==> config.mk <==
export PLATFORM = sky130hd
export DESIGN_NAME = vga_sync_decoder_flat
export DESIGN_NICKNAME = d
export VERILOG_FILES = /design/src/rtl/vga_sync_decoder_if.sv /design/src/rtl/vga_sync_decoder.sv /design/src/flat_wrapper.sv
export SDC_FILE = /design/constraint.sdc
export NUM_CORES = 1
export LEC_CHECK = 0
export BUFFER_PORTS_ARGS = -buffer_cell sky130_fd_sc_hd__buf_2
export CORE_ASPECT_RATIO = 0.8
export CORE_MARGIN = 2
export CORE_UTILIZATION = 45
export CTS_CLUSTER_DIAMETER = 100
export DETAILED_ROUTE_END_ITERATION = 7
export GPL_TIMING_DRIVEN = 1
export PLACE_DENSITY = 0.74
export SLEW_MARGIN = 0
export SYNTH_ARGS = -nofsm -noshare
export SYNTH_HDL_FRONTEND = slang
export SYNTH_SLANG_ARGS = --single-unit
==> constraint.sdc <==
create_clock -name new_clk_25 -period 2.2 [get_ports new_clk_25]
set_input_delay 0.11 -clock new_clk_25 [delete_from_list [all_inputs] [get_ports new_clk_25]]
set_output_delay 0.11 -clock new_clk_25 [all_outputs]
set_load 0.1 [all_outputs]
==> src/rtl/vga_sync_decoder_if.sv <==
// Sync inputs and recovered timing outputs of the VGA sync decoder.
// master drives the raw syncs, slave is the decoder.
interface vga_sync_decoder_if;
  logic       hsync_in;
  logic       vsync_in;
  logic [9:0] xpos;
  logic [9:0] ypos;
  logic       de;
  logic       frame_start;
  logic [9:0] line_len;
  logic [9:0] frame_lines;
  logic       locked;
  logic       sync_err;

  modport master (
    output hsync_in, vsync_in,
    input  xpos, ypos, de, frame_start,
    input  line_len, frame_lines, locked, sync_err
  );

  modport slave (
    input  hsync_in, vsync_in,
    output xpos, ypos, de, frame_start,
    output line_len, frame_lines, locked, sync_err
  );
endinterface

==> src/rtl/vga_sync_decoder.sv <==
// Recovers pixel/line position from raw VGA syncs and
// tracks lock against the expected line and frame lengths.
module vga_sync_decoder #(
  parameter int H_TOTAL     = 800,
  parameter int V_TOTAL     = 521,
  parameter int H_DE_START  = 144,
  parameter int H_DE_END    = 784,
  parameter int V_DE_START  = 31,
  parameter int V_DE_END    = 511,
  parameter int LOCK_FRAMES = 2
) (
  input  logic             new_clk_25,
  input  logic             reset,
  vga_sync_decoder_if.slave bus
);

  typedef enum logic [1:0] {
    UNLOCKED,
    ACQUIRE,
    LOCKED
  } state_t;

  localparam logic [10:0] C_HT  = 11'(H_TOTAL);
  localparam logic [10:0] C_VT  = 11'(V_TOTAL);
  localparam logic [9:0]  C_HDS = 10'(H_DE_START);
  localparam logic [9:0]  C_HDE = 10'(H_DE_END);
  localparam logic [9:0]  C_VDS = 10'(V_DE_START);
  localparam logic [9:0]  C_VDE = 10'(V_DE_END);
  localparam logic [1:0]  C_LF  = 2'(LOCK_FRAMES);
  localparam logic [9:0]  C_MAX = 10'h3ff;

  state_t     r_state;
  state_t     w_state_nxt;
  logic [1:0] r_good;
  logic [1:0] w_good_nxt;

  logic       r_hs1, r_hs2, r_hprev;
  logic       r_vs1, r_vs2, r_vlast;
  logic [9:0] r_xpos, r_ypos;
  logic [9:0] r_line_len, r_frame_lines;
  logic       r_de, r_fs, r_locked, r_err;

  logic        w_hfall, w_frame, w_fail, w_bad;
  logic        w_de_nxt;
  logic [10:0] w_xinc, w_yinc;
  logic [9:0]  w_xsat, w_ysat;
  logic [9:0]  w_x_nxt, w_y_nxt;

  assign w_hfall = r_hprev & ~r_hs2;
  // A frame starts on the first hsync edge that sees vsync low.
  assign w_frame = w_hfall & ~r_vs2 & r_vlast;

  assign w_xinc = {1'b0, r_xpos} + 11'd1;
  assign w_yinc = {1'b0, r_ypos} + 11'd1;
  assign w_xsat = (r_xpos == C_MAX) ? C_MAX : w_xinc[9:0];
  assign w_ysat = (r_ypos == C_MAX) ? C_MAX : w_yinc[9:0];

  assign w_x_nxt = w_hfall ? 10'd0 : w_xsat;
  assign w_y_nxt = w_frame ? 10'd0 :
                   w_hfall ? w_ysat : r_ypos;

  assign w_bad = (w_hfall & (w_xinc != C_HT)) |
                 (w_frame & (w_yinc != C_VT)) |
                 (r_xpos == C_MAX) |
                 (r_ypos == C_MAX);

  always_comb begin
    w_state_nxt = r_state;
    w_good_nxt  = r_good;
    w_fail      = 1'b0;
    unique case (r_state)
      UNLOCKED: begin
        if (w_frame) begin
          w_state_nxt = ACQUIRE;
          w_good_nxt  = 2'd0;
        end
      end
      ACQUIRE: begin
        if (w_bad) begin
          w_fail      = 1'b1;
          w_state_nxt = UNLOCKED;
        end else if (w_frame) begin
          w_good_nxt = r_good + 2'd1;
          if (w_good_nxt == C_LF) w_state_nxt = LOCKED;
        end
      end
      LOCKED: begin
        if (w_bad) begin
          w_fail      = 1'b1;
          w_state_nxt = UNLOCKED;
        end
      end
      default: w_state_nxt = UNLOCKED;
    endcase
  end

  assign w_de_nxt = (w_state_nxt == LOCKED) &
                    (w_x_nxt >= C_HDS) & (w_x_nxt < C_HDE) &
                    (w_y_nxt >= C_VDS) & (w_y_nxt < C_VDE);

  always_ff @(posedge new_clk_25 or posedge reset) begin
    if (reset) begin
      r_state <= UNLOCKED;
      r_good  <= 2'd0;
    end else begin
      r_state <= w_state_nxt;
      r_good  <= w_good_nxt;
    end
  end

  // Sync flops reset high so releasing reset never fakes an edge.
  always_ff @(posedge new_clk_25 or posedge reset) begin
    if (reset) begin
      r_hs1         <= 1'b1;
      r_hs2         <= 1'b1;
      r_hprev       <= 1'b1;
      r_vs1         <= 1'b1;
      r_vs2         <= 1'b1;
      r_vlast       <= 1'b1;
      r_xpos        <= 10'd0;
      r_ypos        <= 10'd0;
      r_line_len    <= 10'd0;
      r_frame_lines <= 10'd0;
      r_de          <= 1'b0;
      r_fs          <= 1'b0;
      r_locked      <= 1'b0;
      r_err         <= 1'b0;
    end else begin
      r_hs1   <= bus.hsync_in;
      r_hs2   <= r_hs1;
      r_hprev <= r_hs2;
      r_vs1   <= bus.vsync_in;
      r_vs2   <= r_vs1;
      if (w_hfall) begin
        r_vlast    <= r_vs2;
        r_line_len <= w_xsat;
      end
      if (w_frame) r_frame_lines <= w_ysat;
      r_xpos   <= w_x_nxt;
      r_ypos   <= w_y_nxt;
      r_de     <= w_de_nxt;
      r_fs     <= w_frame;
      r_err    <= w_fail;
      r_locked <= (r_state == LOCKED);
    end
  end

  assign bus.xpos        = r_xpos;
  assign bus.ypos        = r_ypos;
  assign bus.de          = r_de;
  assign bus.frame_start = r_fs;
  assign bus.line_len    = r_line_len;
  assign bus.frame_lines = r_frame_lines;
  assign bus.locked      = r_locked;
  assign bus.sync_err    = r_err;

endmodule

==> src/flat_wrapper.sv <==
// flat-port wrapper written by rule: the top's interface ports become plain ports
module vga_sync_decoder_flat 
#(
  parameter int H_TOTAL     = 800,
  parameter int V_TOTAL     = 521,
  parameter int H_DE_START  = 144,
  parameter int H_DE_END    = 784,
  parameter int V_DE_START  = 31,
  parameter int V_DE_END    = 511,
  parameter int LOCK_FRAMES = 2
)
  (new_clk_25, reset, bus_hsync_in, bus_vsync_in, bus_xpos, bus_ypos, bus_de, bus_frame_start, bus_line_len, bus_frame_lines, bus_locked, bus_sync_err);
  vga_sync_decoder_if bus_i ();
  input  logic new_clk_25;
  input  logic reset;
  input wire logic [$bits(bus_i.hsync_in)-1:0] bus_hsync_in;
  input wire logic [$bits(bus_i.vsync_in)-1:0] bus_vsync_in;
  output wire logic [$bits(bus_i.xpos)-1:0] bus_xpos;
  output wire logic [$bits(bus_i.ypos)-1:0] bus_ypos;
  output wire logic [$bits(bus_i.de)-1:0] bus_de;
  output wire logic [$bits(bus_i.frame_start)-1:0] bus_frame_start;
  output wire logic [$bits(bus_i.line_len)-1:0] bus_line_len;
  output wire logic [$bits(bus_i.frame_lines)-1:0] bus_frame_lines;
  output wire logic [$bits(bus_i.locked)-1:0] bus_locked;
  output wire logic [$bits(bus_i.sync_err)-1:0] bus_sync_err;
  assign bus_i.hsync_in = bus_hsync_in;
  assign bus_i.vsync_in = bus_vsync_in;
  assign bus_xpos = bus_i.xpos;
  assign bus_ypos = bus_i.ypos;
  assign bus_de = bus_i.de;
  assign bus_frame_start = bus_i.frame_start;
  assign bus_line_len = bus_i.line_len;
  assign bus_frame_lines = bus_i.frame_lines;
  assign bus_locked = bus_i.locked;
  assign bus_sync_err = bus_i.sync_err;
  vga_sync_decoder #(.H_TOTAL(H_TOTAL), .V_TOTAL(V_TOTAL), .H_DE_START(H_DE_START), .H_DE_END(H_DE_END), .V_DE_START(V_DE_START), .V_DE_END(V_DE_END), .LOCK_FRAMES(LOCK_FRAMES)) u_core (.new_clk_25(new_clk_25), .reset(reset), .bus(bus_i));
endmodule
==> results.yml <==
final_layout:
  fillCellCount: 548
  fin_cells: 458
  num-nets-final: 388
  drive_above_1_share: 0.366
  num_antenna_cells: 0
  syn_to_final_growth_pct: 23.7
  final_core_util: 0.588
sta:
  max_slew_margin: 0.603
  timing.final.hold_violations: 0
  fmax_mhz: 476
  period_share: 0.955
  worstMarginPinSlew_ns: 0.595
  fin_hold_ws_ns: 0.361
  final.setup_skew_ns: 0.00564
  setup_viol: 0
  post-route-min-period_ns: 2.10
  grt_setup_unrepaired: "true"
  maxSlewViolCount: 0
setup_path:
  slowest_delay_ns: 0.43
  crit_type: "flop to flop"
  cp_slowest_cell: "dfrtp_2"
  path_cells: "ha_4 -> and2_4 -> o32a_1 -> o221ai_1 -> nand3_1 -> nor2_2 -> mux2_4 -> a22o_1"
  endpoint_kind: "flop"
  critical_path_arrival_ns: 2.30
  cp.required_ns: 2.40
  setup.worst_path.start_class: "flop"
  path_max_fanout: 5
synth:
  synth.top_cells.by_count: "48 x dfrtp_1, 37 x nand2_1, 31 x nor2_1"
  synth_cells: 311
  synth_top_family_by_area: "simple AND/OR/NAND/NOR gates"
  synth_compound_area_frac: 0.151
  synthFlopType: "dfrtp_1"
  synthTopCellsByArea: "dfrtp_1 42%, dfstp_2 5.5%, nand2_1 4.8%"
  synth_nets: 323
  yosysWarnings: 0
  synth.distinct_cells: 58
  synth_mux_area_frac: 0.0362
  yosysTopAreaCell: "dfrtp_1"
  yosysSeqAreaShare: 0.474
  synth.most_common_cell: "dfrtp_1"
  synthArstFlopShare: 1.00
  synth_edf_count: 0
  synthSimpleGateAreaFrac: 0.239
  syn_area_um2: 2870
  synth_xor_area_frac: 0.0214
  synth_fa_ha_area_frac: 0.0349
  ys_seq_elements: 54
  postSynthAreaPerCell_um2: 9.23
  yosys.area.top_type_share: 0.419
grt:
  busiest_layer: "met1"
  use_met3: 0.0366
  grt_util_met1: 0.308
  grt_max_degree: 30
  met2_usage: 0.307
  antenna_found_initial: 0
  grt_pass1_vias: 2300
  grt_usage: 0.205
  grt_pass1_wl_um: 11300
  grt_overflow_total: 0
routing:
  drc: 0
  via_count: 2516
  drt_iter0_markers: 175
  detail_route.wl_per_cell_um: 15.1
  drtAntennaViolNets: 0
  drt_pass1_iterations: 4
  wl_um: 6930
  via_per_inst: 5.49
clock_network:
  cts_tree: "yes"
  clkSinkCount: 54
  root_buffer: "clkbuf_8"
  clk_pin_slew_ns: 0.09
  cts_buffers: 5
  clock_latency_ns: 0.30
  cts.htree.levels: 2
  cts_buffer_depth: 2
worst_hold_path:
  hold_class: "flop to flop"
placement:
  dp_cells: 445
  gp_congestion: 0.941
  io_buffers: 47
  dp_hpwl_um: 5080
floorplanning:
  core-area_um2: 6040
  start_util: 0.475
  die_area_um2: 7030
  num_rows: 25
  die_h_um: 75.4
  die_x_um: 93.3
  ioPinCount: 48
run:
  maxCapViolCount: 0
run_status:
  status: "completed"
power:
  p_leak_nw: 1.56
  irDropWorstVdd_mv: 0.540
  power_density_nw_per_um2: 1060
-- worst paths after layout --
kind / cells past startpoint / end / startpoint / slack (ns)
worst max-delay path: 8 / u_core.r_good[0] / u_core.bus.xpos[1] / 0.1
worst min register to register: 0 / u_core.r_vs2 / u_core.r_vs1 / 0.36
worst max register to register: 8 / u_core.r_good[0] / u_core.bus.xpos[1] / 0.1
max in group asynchronous: 4 / u_core.bus.ypos[2] / reset / 1.17
worst min-delay path: 0 / u_core.r_vs2 / u_core.r_vs1 / 0.36
min in group asynchronous: 3 / u_core.r_good[0] / reset / 0.42
-- worst max-delay path: cells and delay by family, from the launching register on --
| kind | cells | cell delay [ns] |
|---|---|---|
| compound gates | 3 | 0.60 |
| fa+ha+maj | 1 | 0.18 |
| flops | 1 | 0.43 |
| mux | 1 | 0.31 |
| simple gates | 3 | 0.47 |
-- stage by stage --
step                worst slack, ns  instance area (µm²)  power (mW)  TNS (ns)
floorplan                    -0.174                 2970        2.89    -0.281
global placement             0.0770                 3380        3.19         0
detailed placement          0.00254                 3380        3.22         0
CTS                          0.0391                 3500        3.77         0
global route               -0.00307                 3550        3.95  -0.00307
finish                       0.0989                 3550        3.76         0
-- area by class of cell --
cell class	count	area (µm²)	area share
repair buffers	77	468	0.132
flip-flops and latches	54	1380	0.390
clock buffers	8	80.1	0.0226
multi-input cells	230	1490	0.419
well taps	81	101	0.0286
inverters	8	30.0	0.00846
-- logic make-up (layout without fill, tap and decap cells) --
| logic type | after synthesis | after routing |
|---|---|---|
| AND/OR/NAND/NOR | 134 | 134 |
| AO/OA/AOI/OAI | 71 | 71 |
| buffers and inverters | 27 | 93 |
| XOR/XNOR | 7 | 7 |
| flip-flops | 54 | 54 |
| adder cells (fa/ha/maj) | 8 | 8 |
| multiplexers | 10 | 10 |
-- what timing repair did --
item                                    CTS  global route
hold buffers                              3             0
setup buffers                             1             1
endpoints found under the hold margin    22             0
endpoints found under the setup margin    1             2
pin swaps                                 0             4
resized for setup                         2             9
-- state kept, by name, indices dropped and copies added (netlist names) --
register / cells
u_core.bus.frame_lines: 10
u_core.bus.line_len: 10
u_core.bus.xpos: 10
u_core.bus.ypos: 10
u_core.r_good: 2
u_core.r_state: 2
u_core.bus.de: 1
u_core.bus.frame_start: 1
u_core.bus.locked: 1
u_core.bus.sync_err: 1
u_core.r_hprev: 1
u_core.r_hs1: 1
u_core.r_hs2: 1
u_core.r_vlast: 1
u_core.r_vs1: 1
u_core.r_vs2: 1
-- cells in the final DEF, fill, tap and decap left out, types with 3 or more instances in the layout --
cell / n
buf_2: 47
nand2_1: 35
nor2_1: 31
dfrtp_1: 28
buf_4: 27
o21ai_0: 25
dfrtp_2: 20
nand3_1: 14
a21oi_1: 12
a31oi_1: 8
inv_1: 6
nand4_1: 6
nor3_1: 6
mux2i_1: 6
ha_1: 6
dfstp_2: 6
clkbuf_8: 5
nor3_2: 4
xor2_1: 4
nand2b_1: 4
and3_1: 4
nand2_2: 3
nand3_2: 3
xnor2_1: 3
o21ai_1: 3
nor4_2: 3
a31oi_2: 3
clkbuf_1: 3
dlygate4sd3_1: 3
-- layer usage --
| metal | vias up | wire [µm] |
|---|---|---|
| li1 | 1236 | - |
| met1 | 1203 | 3410 |
| met2 | 73 | 3120 |
| met3 | 4 | 358 |
| met4 | 0 | 49 |
| met5 | - | 0 |
-- where the power goes --
| group | switching, mW | total, mW | internal, mW |
|---|---|---|---|
| logic | 1.45 | 1.85 | 0.400 |
| clock network | 0.311 | 0.538 | 0.227 |
| registers | 0.197 | 1.38 | 1.18 |
| total | 1.95 | 3.76 | 1.81 |
Note: power is estimated with default switching activity, not from simulation.
